==> config.mk <==
export PLATFORM = sky130hd
export DESIGN_NAME = cpu_control_unit
export DESIGN_NICKNAME = d
export VERILOG_FILES = /design/src/rtl/cpu_control_unit.sv
export SDC_FILE = /design/constraint.sdc
export NUM_CORES = 1
export LEC_CHECK = 0
export CAP_MARGIN = 0
export CORE_AREA = 2 2 68 70
export CTS_CLUSTER_SIZE = 25
export DETAILED_ROUTE_END_ITERATION = 8
export DIE_AREA = 0 0 70 72
export PLACE_DENSITY_LB_ADDON = 0.2
export SLEW_MARGIN = 15
export SYNTH_ARGS = -nofsm -noshare
export SYNTH_HDL_FRONTEND = slang
export SYNTH_SLANG_ARGS = --single-unit
==> constraint.sdc <==
create_clock -name clk -period 3.1 [get_ports clk]
set_input_delay 0.775 -clock clk [delete_from_list [all_inputs] [get_ports clk]]
set_output_delay 0.775 -clock clk [all_outputs]
set_load 0.03 [all_outputs]
==> src/rtl/cpu_control_unit.sv <==
// Multi-cycle fetch/decode/execute sequencer for the 8-bit accumulator CPU.
// Define CPU_HALT_EN to build opcode 7 as HALT with a sticky halted flag; otherwise opcode 7 is a NOP.
module cpu_control_unit (
    input  logic       clk,
    input  logic       rst_n,
    input  logic       run,
    input  logic [7:0] mem_data_out,
    output logic [3:0] mem_address,
    output logic [1:0] mem_ctrl,
    output logic [7:0] mem_data_in,
    output logic [7:0] ac,
    output logic [3:0] pc,
    output logic [7:0] ir,
    output logic       instr_done,
    output logic       halted
);

    localparam int unsigned DATA_W = 8;
    localparam int unsigned ADDR_W = 4;

    localparam logic [2:0] S_IDLE   = 3'd0;
    localparam logic [2:0] S_FETCH  = 3'd1;
    localparam logic [2:0] S_DECODE = 3'd2;
    localparam logic [2:0] S_READ   = 3'd3;
    localparam logic [2:0] S_EXEC   = 3'd4;
    localparam logic [2:0] S_WRITE  = 3'd5;
`ifdef CPU_HALT_EN
    localparam logic [2:0] S_HALT   = 3'd6;
`endif

    localparam logic [1:0] CTRL_NONE  = 2'b00;
    localparam logic [1:0] CTRL_READ  = 2'b01;
    localparam logic [1:0] CTRL_WRITE = 2'b10;

    logic [2:0]        state_q;
    logic [2:0]        state_d;
    logic [ADDR_W-1:0] ar;
    logic [DATA_W-1:0] dr;
    logic [DATA_W-1:0] alu_res;
    logic [3:0]        opcode;

    assign opcode      = ir[7:4];
    assign mem_data_in = ac;

    // State register
    always_ff @(posedge clk or negedge rst_n) begin
        if (!rst_n) begin
            state_q <= S_IDLE;
        end else begin
            state_q <= state_d;
        end
    end

    // Next-state and combinational memory/handshake outputs
    always_comb begin
        state_d     = state_q;
        mem_address = ar;
        mem_ctrl    = CTRL_NONE;
        instr_done  = 1'b0;
        case (state_q)
            S_IDLE: begin
                if (run && !halted) state_d = S_FETCH;
            end
            S_FETCH: begin
                mem_address = pc;
                mem_ctrl    = CTRL_READ;
                state_d     = S_DECODE;
            end
            S_DECODE: begin
                case (opcode)
                    4'd5: state_d = S_WRITE;
                    4'd0, 4'd1, 4'd2, 4'd3, 4'd4, 4'd6: state_d = S_READ;
`ifdef CPU_HALT_EN
                    4'd7: begin
                        instr_done = 1'b1;
                        state_d    = S_HALT;
                    end
`endif
                    default: begin
                        instr_done = 1'b1;
                        state_d    = S_IDLE;
                    end
                endcase
            end
            S_READ: begin
                mem_ctrl = CTRL_READ;
                state_d  = S_EXEC;
            end
            S_EXEC: begin
                instr_done = 1'b1;
                state_d    = S_IDLE;
            end
            S_WRITE: begin
                mem_ctrl   = CTRL_WRITE;
                instr_done = 1'b1;
                state_d    = S_IDLE;
            end
`ifdef CPU_HALT_EN
            S_HALT: state_d = S_HALT;
`endif
            default: state_d = S_IDLE;
        endcase
    end

    // Accumulator update for the operand instructions; carry of ADD is dropped
    always_comb begin
        alu_res = ac;
        case (opcode)
            4'd0:    alu_res = DATA_W'(ac + dr);
            4'd1:    alu_res = {dr[6:0], 1'b0};
            4'd2:    alu_res = ~(ac ^ dr);
            4'd3:    alu_res = {dr[7], dr[7:1]};
            4'd4:    alu_res = dr;
            4'd6:    alu_res = DATA_W'(~dr + DATA_W'(1));
            default: alu_res = ac;
        endcase
    end

    // Architectural registers
    always_ff @(posedge clk or negedge rst_n) begin
        if (!rst_n) begin
            pc <= '0;
            ir <= '0;
            ar <= '0;
            dr <= '0;
            ac <= '0;
        end else begin
            case (state_q)
                S_FETCH: begin
                    ir <= mem_data_out;
                    pc <= ADDR_W'(pc + ADDR_W'(1));
                end
                S_DECODE: ar <= ir[3:0];
                S_READ:   dr <= mem_data_out;
                S_EXEC:   ac <= alu_res;
                default: ;
            endcase
        end
    end

`ifdef CPU_HALT_EN
    // Sticky until reset; set on the edge that enters HALT
    always_ff @(posedge clk or negedge rst_n) begin
        if (!rst_n) begin
            halted <= 1'b0;
        end else if (state_d == S_HALT) begin
            halted <= 1'b1;
        end
    end
`else
    assign halted = 1'b0;
`endif

endmodule

# Word-level counts from Yosys, hierarchy flattened
# Index checks and enable logic that the tools add are counted.
# Widths: inputs -> output; s select.
[word_totals] reg_bits=35 in_bits=11
[classes] reduce_logical=8 n_bitwise=3 eq_ne=12 muxes=8 n_addsub=3
[ops] cell="$pmux 8 s6" n=1
[ops] cell="$not 8->8" n=2
[ops] cell="$eq 4x3->1 const B" n=3
[ops] cell="$pmux 3 s4" n=1
[ops] cell="$add 8x1->8 const B" n=1
[ops] cell="$add 8x8->8" n=1
[ops] cell="$eq 4x2->1 const B" n=2
[ops] cell="$xor 8x8->8" n=1
[ops] cell="$reduce_or 7->1" n=1
[ops] cell="$eq 3x2->1 const B" n=2
[ops] cell="$eq 3x3->1 const B" n=2
[ops] cell="$pmux 3 s2" n=1
[ops] cell="$reduce_bool 6->1" n=1
[ops] cell="$reduce_or 6->1" n=1
[ops] cell="$add 4x1->4 const B" n=1
[ops] cell="$eq 4x1->1 const B" n=1
[ops] cell="$logic_not 4->1" n=1
[ops] cell="$mux 4" n=1
[ops] cell="$pmux 2 s2" n=1
[ops] cell="$reduce_or 2->1" n=2
[ops] cell="$eq 3x1->1 const B" n=1
[ops] cell="$logic_not 3->1" n=1
[ops] cell="$mux 3" n=1
[ops] cell="$ne 2x2->1 const B" n=1
[ops] cell="other kinds (3)" n=3

# Longest topological paths before layout
# Gate-level depths: netlist of run 1.
[logic_depth] depth_word=4 depth_mapped=8 ltp_nobuf=8

# Worst setup path after synthesis of run 1
# Ideal clock, no wire load.
[synth_timing] path_type="flip-flop to output port" from="reg state_q[2]" to="out mem_address[0]" setup_slack_ns=0.562 n_path_buf=1 t_arrival_ns=1.763 path_stages_with_launch=5 required_time_ns=2.325 cell_sequence="dfrtp_1 nor2b_1 nor2b_1 buf_2 mux2_2"
[synth_via] elab_chain_cells=2
[synth_rtl] item="start, declared" line_no="35" text="logic [2:0] state_q;"
[synth_rtl] item="start signal, assigned" line_no="50" text="state_q <= state_d;"
[synth_rtl] item="$eq 3x1->1" line_no="60" text="case (state_q)"
[synth_rtl] item="$mux 4" line_no="60"
[synth_rtl] item="end, declared" line_no="8" text="output logic [3:0] mem_address,"
# Every way passes these cells.

# Worst setup path after layout of run 1
[layout_timing] from="reg state_q[0]" to="out mem_address[1]"
# Same word-level chain as after synthesis.

==> impl.org, run 1 <==
** Run status
- The flow ran to the end, and the final reports show no timing, DRC or antenna violations.

** Route
- In this run the remaining antenna-violating nets after routing total 0.
- After detailed routing, the total wire length is 5497 microns.
- The detailed router finished its first iteration with 138 violations.
- After detailed routing, the number of vias per cell comes to 5.912.
- After detailed routing, the average wire length per cell comes to 16.66 microns.
- The final route contains 1951 vias.
- Detailed Routing Iterations Pass 1 :: 4
- After detailed routing, the number of remaining DRC violations is 0.

** Setup path
- The worst setup path is of the register to output port kind.
- Critical path required time :: 2320 ps
- Data arrives at the worst endpoint at 1980 ps.
- Worst-path cell with the longest stage delay :: sky130_fd_sc_hd__dfrtp_1
- Cell type with the highest occurrence count on the critical path :: sky130_fd_sc_hd__nor2b_1
- Crit-path max cell delay :: 400 ps
- Reg2reg setup slack :: 920 ps
- Crit start category :: register
- Endpoint of the most critical register-to-register path :: ac[6]
- Reg2Reg Launch Point :: dr[0]
- The worst setup path is captured at an output port.
- Maximum fanout along the worst path :: 20
- The worst register-to-register path has a depth of 8.
- Ordered cell list for the critical path :: nor2b_1 > nor2b_1 > buf_4 > mux2_2 > dlymetal6s2s_1

** Cells and area
- After routing the design area is 2903 sq um.
- For this run, the post-layout net count is 298.
- Of the cells placed in the final design, the portion with a size suffix greater than 1 is 15.47%.
- Synth-to-layout area growth :: 23.01%
- Antenna diode count :: 0
- After filler insertion, the fill cell instance count of the layout stands at 351.

** Synthesis
- Biggest area contributors in the synthesized netlist :: sky130_fd_sc_hd__dfrtp_1 (37%), sky130_fd_sc_hd__mux2_2 (10%), sky130_fd_sc_hd__ha_1 (4.8%)
- Of all flip-flops after synthesis, the portion carrying an async set or reset was 100.0%.
- Post-synth EDFFs :: 0
- After synthesis the cells add up to 2360 sq um.
- Summing the sequential cell areas from Yosys gives 37.12% of the chip area.
- Of the post-synthesis cell area, the dominant cell type holds 37.12%.
- The largest total area in the synthesized netlist belongs to sky130_fd_sc_hd__dfrtp_1.
- Most common flop cell mapped by yosys :: sky130_fd_sc_hd__dfrtp_1
- Instance count of the mapped netlist :: 242
- Most frequent cells after synthesis :: sky130_fd_sc_hd__dfrtp_1 (35), sky130_fd_sc_hd__mux2_2 (22), sky130_fd_sc_hd__nand2_1 (21)
- Total of warnings raised by yosys :: 0
- Net count of the mapped netlist :: 263
- Yosys instantiated no cell more often than sky130_fd_sc_hd__dfrtp_1.
- Number of unique standard cell types used by synthesis :: 56
- Synthesis inferred 35 register bits.
- Averaged over all synthesized cells, the footprint is 9.751 sq um.

** Timing
- Setup violations remaining at the end of the flow were counted as 0.
- The final hold violation count came to 0.
- At the pin with the least slew margin, the transition time is 510.5 ps.
- For the final routed database, the setup TNS stands at 0 ps.
- The routed design could run at a clock period as short as 2751 ps.
- The clock arrives with 7.571 ps of skew.
- RSZ-0062 raised after global routing :: false
- Highest clock frequency the design can meet :: 0.3634 GHz
- Setup slack closes at 348.5 ps.
- The number of pins with negative max-slew slack in the final report was 0.
- Dividing the final minimum period by the clock period gives 88.76%.
- Worst slew margin :: 65.76%

** Place
- Port buffer count :: 45
- Worst Setup Slack post-DPL :: 371.7 ps
- Placed instance area :: 2771 sq um
- At the end of routability-driven placement, the weighted congestion stood at 0.9172.
- HPWL Detailed :: 4019 microns

** GRT
- Overall overflow remaining after global route :: 0
- First-pass GRT wire length :: 9032 microns
- Vias in the first global route :: 1903
- Global routing used 22.63% of the available tracks.
- Global routing used 29.36% of the available met1 tracks.
- Global route hottest layer :: met2
- Global routing consumed, on the met2 layer, 37.57% of the routing resources.
- For this run, global-route usage on met3 was measured as 5.278%.
- Pin count of the biggest net entering global routing :: 36
- Number of antenna violations at the first check in global routing :: 0

** Clock tree
- TritonCTS built the clock tree.
- In this run, CTS created clock tree buffers numbering 5.
- The number of hold buffers added after CTS was 0.
- Later-pin clock latency in the skew report :: 290 ps
- Post-CTS timing repair inserted 0 buffers for setup.
- Post-CTS repair changed the size of 0 cells.
- Total number of H-tree levels :: 2
- Root Driver :: sky130_fd_sc_hd__clkbuf_8
- Max clock buf depth :: 2
- The clock net in this run drives a total of 35 sinks.
- Clk slew on worst S/H paths :: 80 ps

** Flow run
- Across the run, the number of max-cap violations was 0.

** Floorplanning
- # rows :: 24
- The region available for standard cell placement spans 4264 sq um.
- The die covers 5040 sq um.
- The floorplan step set the die width to 70 microns.
- The initial utilization of the core area, before any placement, comes to 55.34%.
- From bottom edge to top edge, the die measures 72 microns.
- During I/O placement, the number of pins put on the boundary was 47.

** Hold path
- In this run the worst hold path is classified as register to register.
- Along the worst hold path, the cell count comes to 1.
- Hold worst-path end :: state_q[0]
- Hold Path Origin :: state_q[0]
cells in the final DEF (no fill, tap or decap), types with 3 or more instances in the layout:
| cell type | Yosys | routed |
|---|---|---|
| sky130_fd_sc_hd__xnor2_1 | 10 | 10 |
| sky130_fd_sc_hd__nor3_1 | 9 | 9 |
| sky130_fd_sc_hd__o22ai_1 | 3 | 3 |
| sky130_fd_sc_hd__inv_1 | 9 | 9 |
| sky130_fd_sc_hd__clkbuf_8 | 0 | 6 |
| sky130_fd_sc_hd__a21oi_1 | 9 | 9 |
| sky130_fd_sc_hd__a211oi_1 | 5 | 5 |
| sky130_fd_sc_hd__dlymetal6s2s_1 | 0 | 4 |
| sky130_fd_sc_hd__ha_1 | 9 | 9 |
| sky130_fd_sc_hd__xor2_1 | 5 | 5 |
| sky130_fd_sc_hd__dfrtp_1 | 35 | 35 |
| sky130_fd_sc_hd__clkdlybuf4s50_1 | 0 | 41 |
| sky130_fd_sc_hd__mux2_2 | 22 | 22 |
| sky130_fd_sc_hd__nor2_1 | 11 | 11 |
| sky130_fd_sc_hd__a21o_1 | 3 | 3 |
| sky130_fd_sc_hd__buf_4 | 10 | 6 |
| sky130_fd_sc_hd__nand2_1 | 21 | 21 |
| sky130_fd_sc_hd__o21ai_0 | 17 | 17 |
| sky130_fd_sc_hd__nor3b_1 | 4 | 4 |
| sky130_fd_sc_hd__nor2b_1 | 3 | 3 |
how the worst max path moves through the flow:
stage / startpoint / endpoint / slack (ps) / cells past startpoint
after detailed placement: state_q[0] / mem_address[2] / 370 / 5
after global placement: state_q[2] / mem_address[2] / 420 / 5
final: state_q[0] / mem_address[1] / 350 / 5
after global routing: state_q[2] / instr_done / 220 / 4
after floorplan: state_q[2] / mem_address[0] / 560 / 4
after CTS: state_q[0] / mem_address[1] / 20 / 5
state kept, by name (all words and copies together), names as in the netlist:
register / flops
dr: 8
ac: 8
ir: 8
state_q: 3
ar: 4
pc: 4
area by class of cell:
| class | instances | area, sq um | area share (%) |
|---|---|---|---|
| Timing Repair Buffer | 51 | 505.5 | 17.41 |
| Clock buffer | 6 | 82.58 | 2.845 |
| Sequential cell | 35 | 875.8 | 30.17 |
| Multi-Input combinational cell | 175 | 1301 | 44.83 |
| Tap cell | 52 | 65.06 | 2.241 |
| Clock inverter | 2 | 38.79 | 1.336 |
| Inverter | 9 | 33.78 | 1.164 |
cell families after synthesis:
kind of cell    count (synthesis)  share of synthesized area, %
xor+xnor                       15                         5.567
flops                          35                         37.12
mux                            23                         10.92
other cells                     1                        0.1589
compound gates                 67                         19.94
fa+ha+maj                      10                         5.620
simple gates                   59                         12.94
buf+inv                        32                         7.741
worst max-delay path: cells and delay by family (launching register included):
kind / cells / cell delay, ps
flip-flops: 1 / 400
multiplexers: 1 / 360
buffers and inverters: 2 / 500
AND/OR/NAND/NOR: 2 / 420
per-layer routing:
| layer | up-vias | share of wire [%] |
|---|---|---|
| li1 | 944 | - |
| met1 | 932 | 44 |
| met2 | 65 | 50 |
| met3 | 10 | 5.2 |
| met5 | - | 0 |
| met4 | 0 | 1.7 |
per-stage QoR:
| step | hold WS (ps) | std cells | util, % |
|---|---|---|---|
| final | 515.1 | 330 | 68.08 |
| after global routing | 542.1 | 330 | 68.08 |
| after CTS | 502.4 | 330 | 67.84 |
| after detailed placement | 493.4 | 322 | 64.99 |
| after global placement | 476.0 | 322 | 64.99 |
| after floorplan | 459.9 | 242 | - |
Power of run 1 is not shown: default switching activity piles up to over one toggle a cycle in this logic, so the estimate is an artifact.
==> run 2, diff against run 1 <==
CAP_MARGIN = not set   (was 0)
==> results of run 2 <==
No change in the layout: final DEF, timing and power equal those of run 1.
Power of run 2 is left out for the same reason.
==> run 3, diff against run 2 <==
CORE_AREA = 2 2 67 69   (was 2 2 68 70)
CTS_BUF_LIST = sky130_fd_sc_hd__clkbuf_4 sky130_fd_sc_hd__clkbuf_8   (was not set)
DIE_AREA = 0 0 69 71   (was 0 0 70 72)
==> impl.org, run 3 (synthesis gave the netlist of run 1 again) <==
** Place
- HPWL Detailed :: 4067 microns
- Port buffer count :: 45
- Routability-driven placement finished with a final weighted congestion of 0.9309.

** Cells and area
- Most common library cell in the layout ignoring fill and taps :: sky130_fd_sc_hd__clkdlybuf4s50_1
- Fill cell count :: 352
- Synth-to-layout area growth :: 21.00%
- The number of antenna diodes in the final layout is 0.
- In the layout the commonest cells are sky130_fd_sc_hd__clkdlybuf4s50_1 (45), sky130_fd_sc_hd__dfrtp_1 (35), sky130_fd_sc_hd__mux2_2 (22).
- The largest registers in the layout are ac (8), dr (8), ir (8).
- Nets :: 297
- Layout cells sized above 1 :: 15.52%

** Setup path
- The setup path with the least slack is of type register to output port.
- The slowest stage of the critical path is the sky130_fd_sc_hd__clkdlybuf4s50_1 cell.
- Count of buffer and inverter cells on the critical path :: 1
- Ordered cell list for the critical path :: nor2b_1 > nor2b_2 > mux2_2 > clkdlybuf4s50_1
- Crit-path max cell delay :: 600 ps
- Critical path required time :: 2320 ps
- Maximum fanout along the worst path :: 5
- STA classifies the critical path startpoint as a register.
- Kind of end point of the critical path :: output port
- In this design, the largest share of critical-path delay is due to buffers and inverters.
- Data on the critical path arrives at its endpoint at 2190 ps.

** Floorplanning
- Measured along the y axis, the die boundary spans 71 microns.
- Initial cell density of the core :: 56.13%
- Top-level I/O count :: 47
- The floorplan step defined a core boundary enclosing 4204 sq um.
- Width of the chip :: 69 microns
- In this run the core area contains 24 standard-cell rows.
- Die outline area :: 4899 sq um

** GRT
- The first global-routing pass estimated 9597 microns of wire.
- Entering global routing, the biggest net connects 36 pins.
- Overall overflow remaining after global route :: 0
- The initial antenna violation count was 0.
- The number of global-route vias before repair is 1956.
- Global Route Usage Sum :: 24.53%

** Route
- The final layout contains routed wiring with a total length of 5593 microns.
- Final ANT Viol Nets :: 0
- Drt drc :: 0
- Detailed Routing Iterations Pass 1 :: 4
- In the routed layout, each cell is associated on average with a via count of 5.979.
- DRC violation total after the first TritonRoute iteration :: 108
- In the final routed layout, each cell accounts on average for 17.00 microns.
- Via count :: 1967

** Timing
- Of the available clock period, the critical path in the final layout requires 95.53%.
- Final hold violation count :: 0
- Clock skew :: 5.625 ps
- RSZ-0062 raised after global routing :: false
- Sum Neg Setup Slack :: 0 ps
- Highest clock frequency the design can meet :: 0.3377 GHz
- Final critical delay including setup and external delays :: 2961 ps
- Setup-violating endpoint count in the final report :: 0
- The number of pins with negative max-slew slack in the final report is 0.
- Transition time of the tightest slew-check pin :: 560.7 ps
- Worst slew margin :: 62.40%

** Clock tree
- The tree is rooted in a sky130_fd_sc_hd__clkbuf_8.
- Max clock buf depth :: 2
- CTS built an H-tree with a depth of 2.
- Clk slew on worst S/H paths :: 80 ps
- TritonCTS created 5 clock buffers.
- TritonCTS built the clock tree.
- Clock tree synthesis found a total of 35 sinks.
- At the later pin of the worst-skew pair, clock insertion delay measures 300 ps.
- Post-CTS timing repair inserted 0 buffers for setup.

** Run status
- Status :: completed

** Hold path
- In this run the worst hold path is classified as register to register.

** Flow run
- Number of max-cap violations :: 0
## run 3: cell types whose count changed in the layout (fill, tap and decap cells not counted), sizes merged
| cell | previous run | this run |
|---|---|---|
| clkdlybuf4s50 | 41 | 45 |
| buf | 6 | 5 |
| clkinv | 0 | 1 |
| inv | 10 | 9 |
| bufinv | 1 | 0 |
| dlymetal6s2s | 4 | 0 |
| clkinvlp | 0 | 1 |
## run 3: what timing repair did
action / in CTS / in global routing
gates resized for setup: 0 / 1
setup endpoints to repair: 0 / 4
hold buffers: 0 / 0
## run 3: routing by layer
| layer | vias up | share of wire [%] | global-route usage (%) |
|---|---|---|---|
| met5 | - | 0 | 0 |
| met4 | 0 | 1.9 | 10.68 |
| met3 | 11 | 6.2 | 5.271 |
| met2 | 79 | 49 | 41.03 |
| met1 | 939 | 42 | 30.80 |
| li1 | 938 | - | - |
## run 3: worst paths after layout
path	startpoint	end	slack [ps]	cells past startpoint
min in group asynchronous	rst_n	ac[5]	890	2
max in group asynchronous	rst_n	ar[3]	1870	2
min	ar[0]	ar[0]	510	1
max	state_q[0]	mem_address[1]	140	4
min reg2reg	ar[0]	ar[0]	510	1
max reg2reg	dr[0]	ac[6]	880	8
## run 3: worst register-to-register path: stages (launching register included)
cell	delay, ps
sky130_fd_sc_hd__dfrtp_1	470
sky130_fd_sc_hd__ha_1	270
sky130_fd_sc_hd__inv_1	80
sky130_fd_sc_hd__fa_1	250
sky130_fd_sc_hd__nor2b_4	60
sky130_fd_sc_hd__o31a_1	260
sky130_fd_sc_hd__o21a_1	190
sky130_fd_sc_hd__or4_1	470
sky130_fd_sc_hd__o211ai_1	90
## run 3: final cells by class
class                   instances  area, sq um  area share, %
multi-input cells             175         1304          45.66
flip-flops and latches         35        875.8          30.67
repair buffers                 50        488.0          17.09
clock buffers                   6        76.32          2.673
well taps                      52        65.06          2.279
inverters                       9        33.78          1.183
clock inverters                 2        12.51         0.4382
## run 3: through the flow
stage	hold WS, ps	worst slack [ps]	cell area (sq um)	instances	utilization [%]
after global placement	475.3	428.5	2764	321	65.74
after floorplan	459.9	561.8	2360	242	-
after CTS	513.2	24.01	2853	329	67.86
after global routing	527.7	40.07	2855	329	67.92
after detailed placement	495.5	366.2	2764	321	65.74
final	508.7	138.6	2855	329	67.92
Power of run 3 is left out for the same reason.
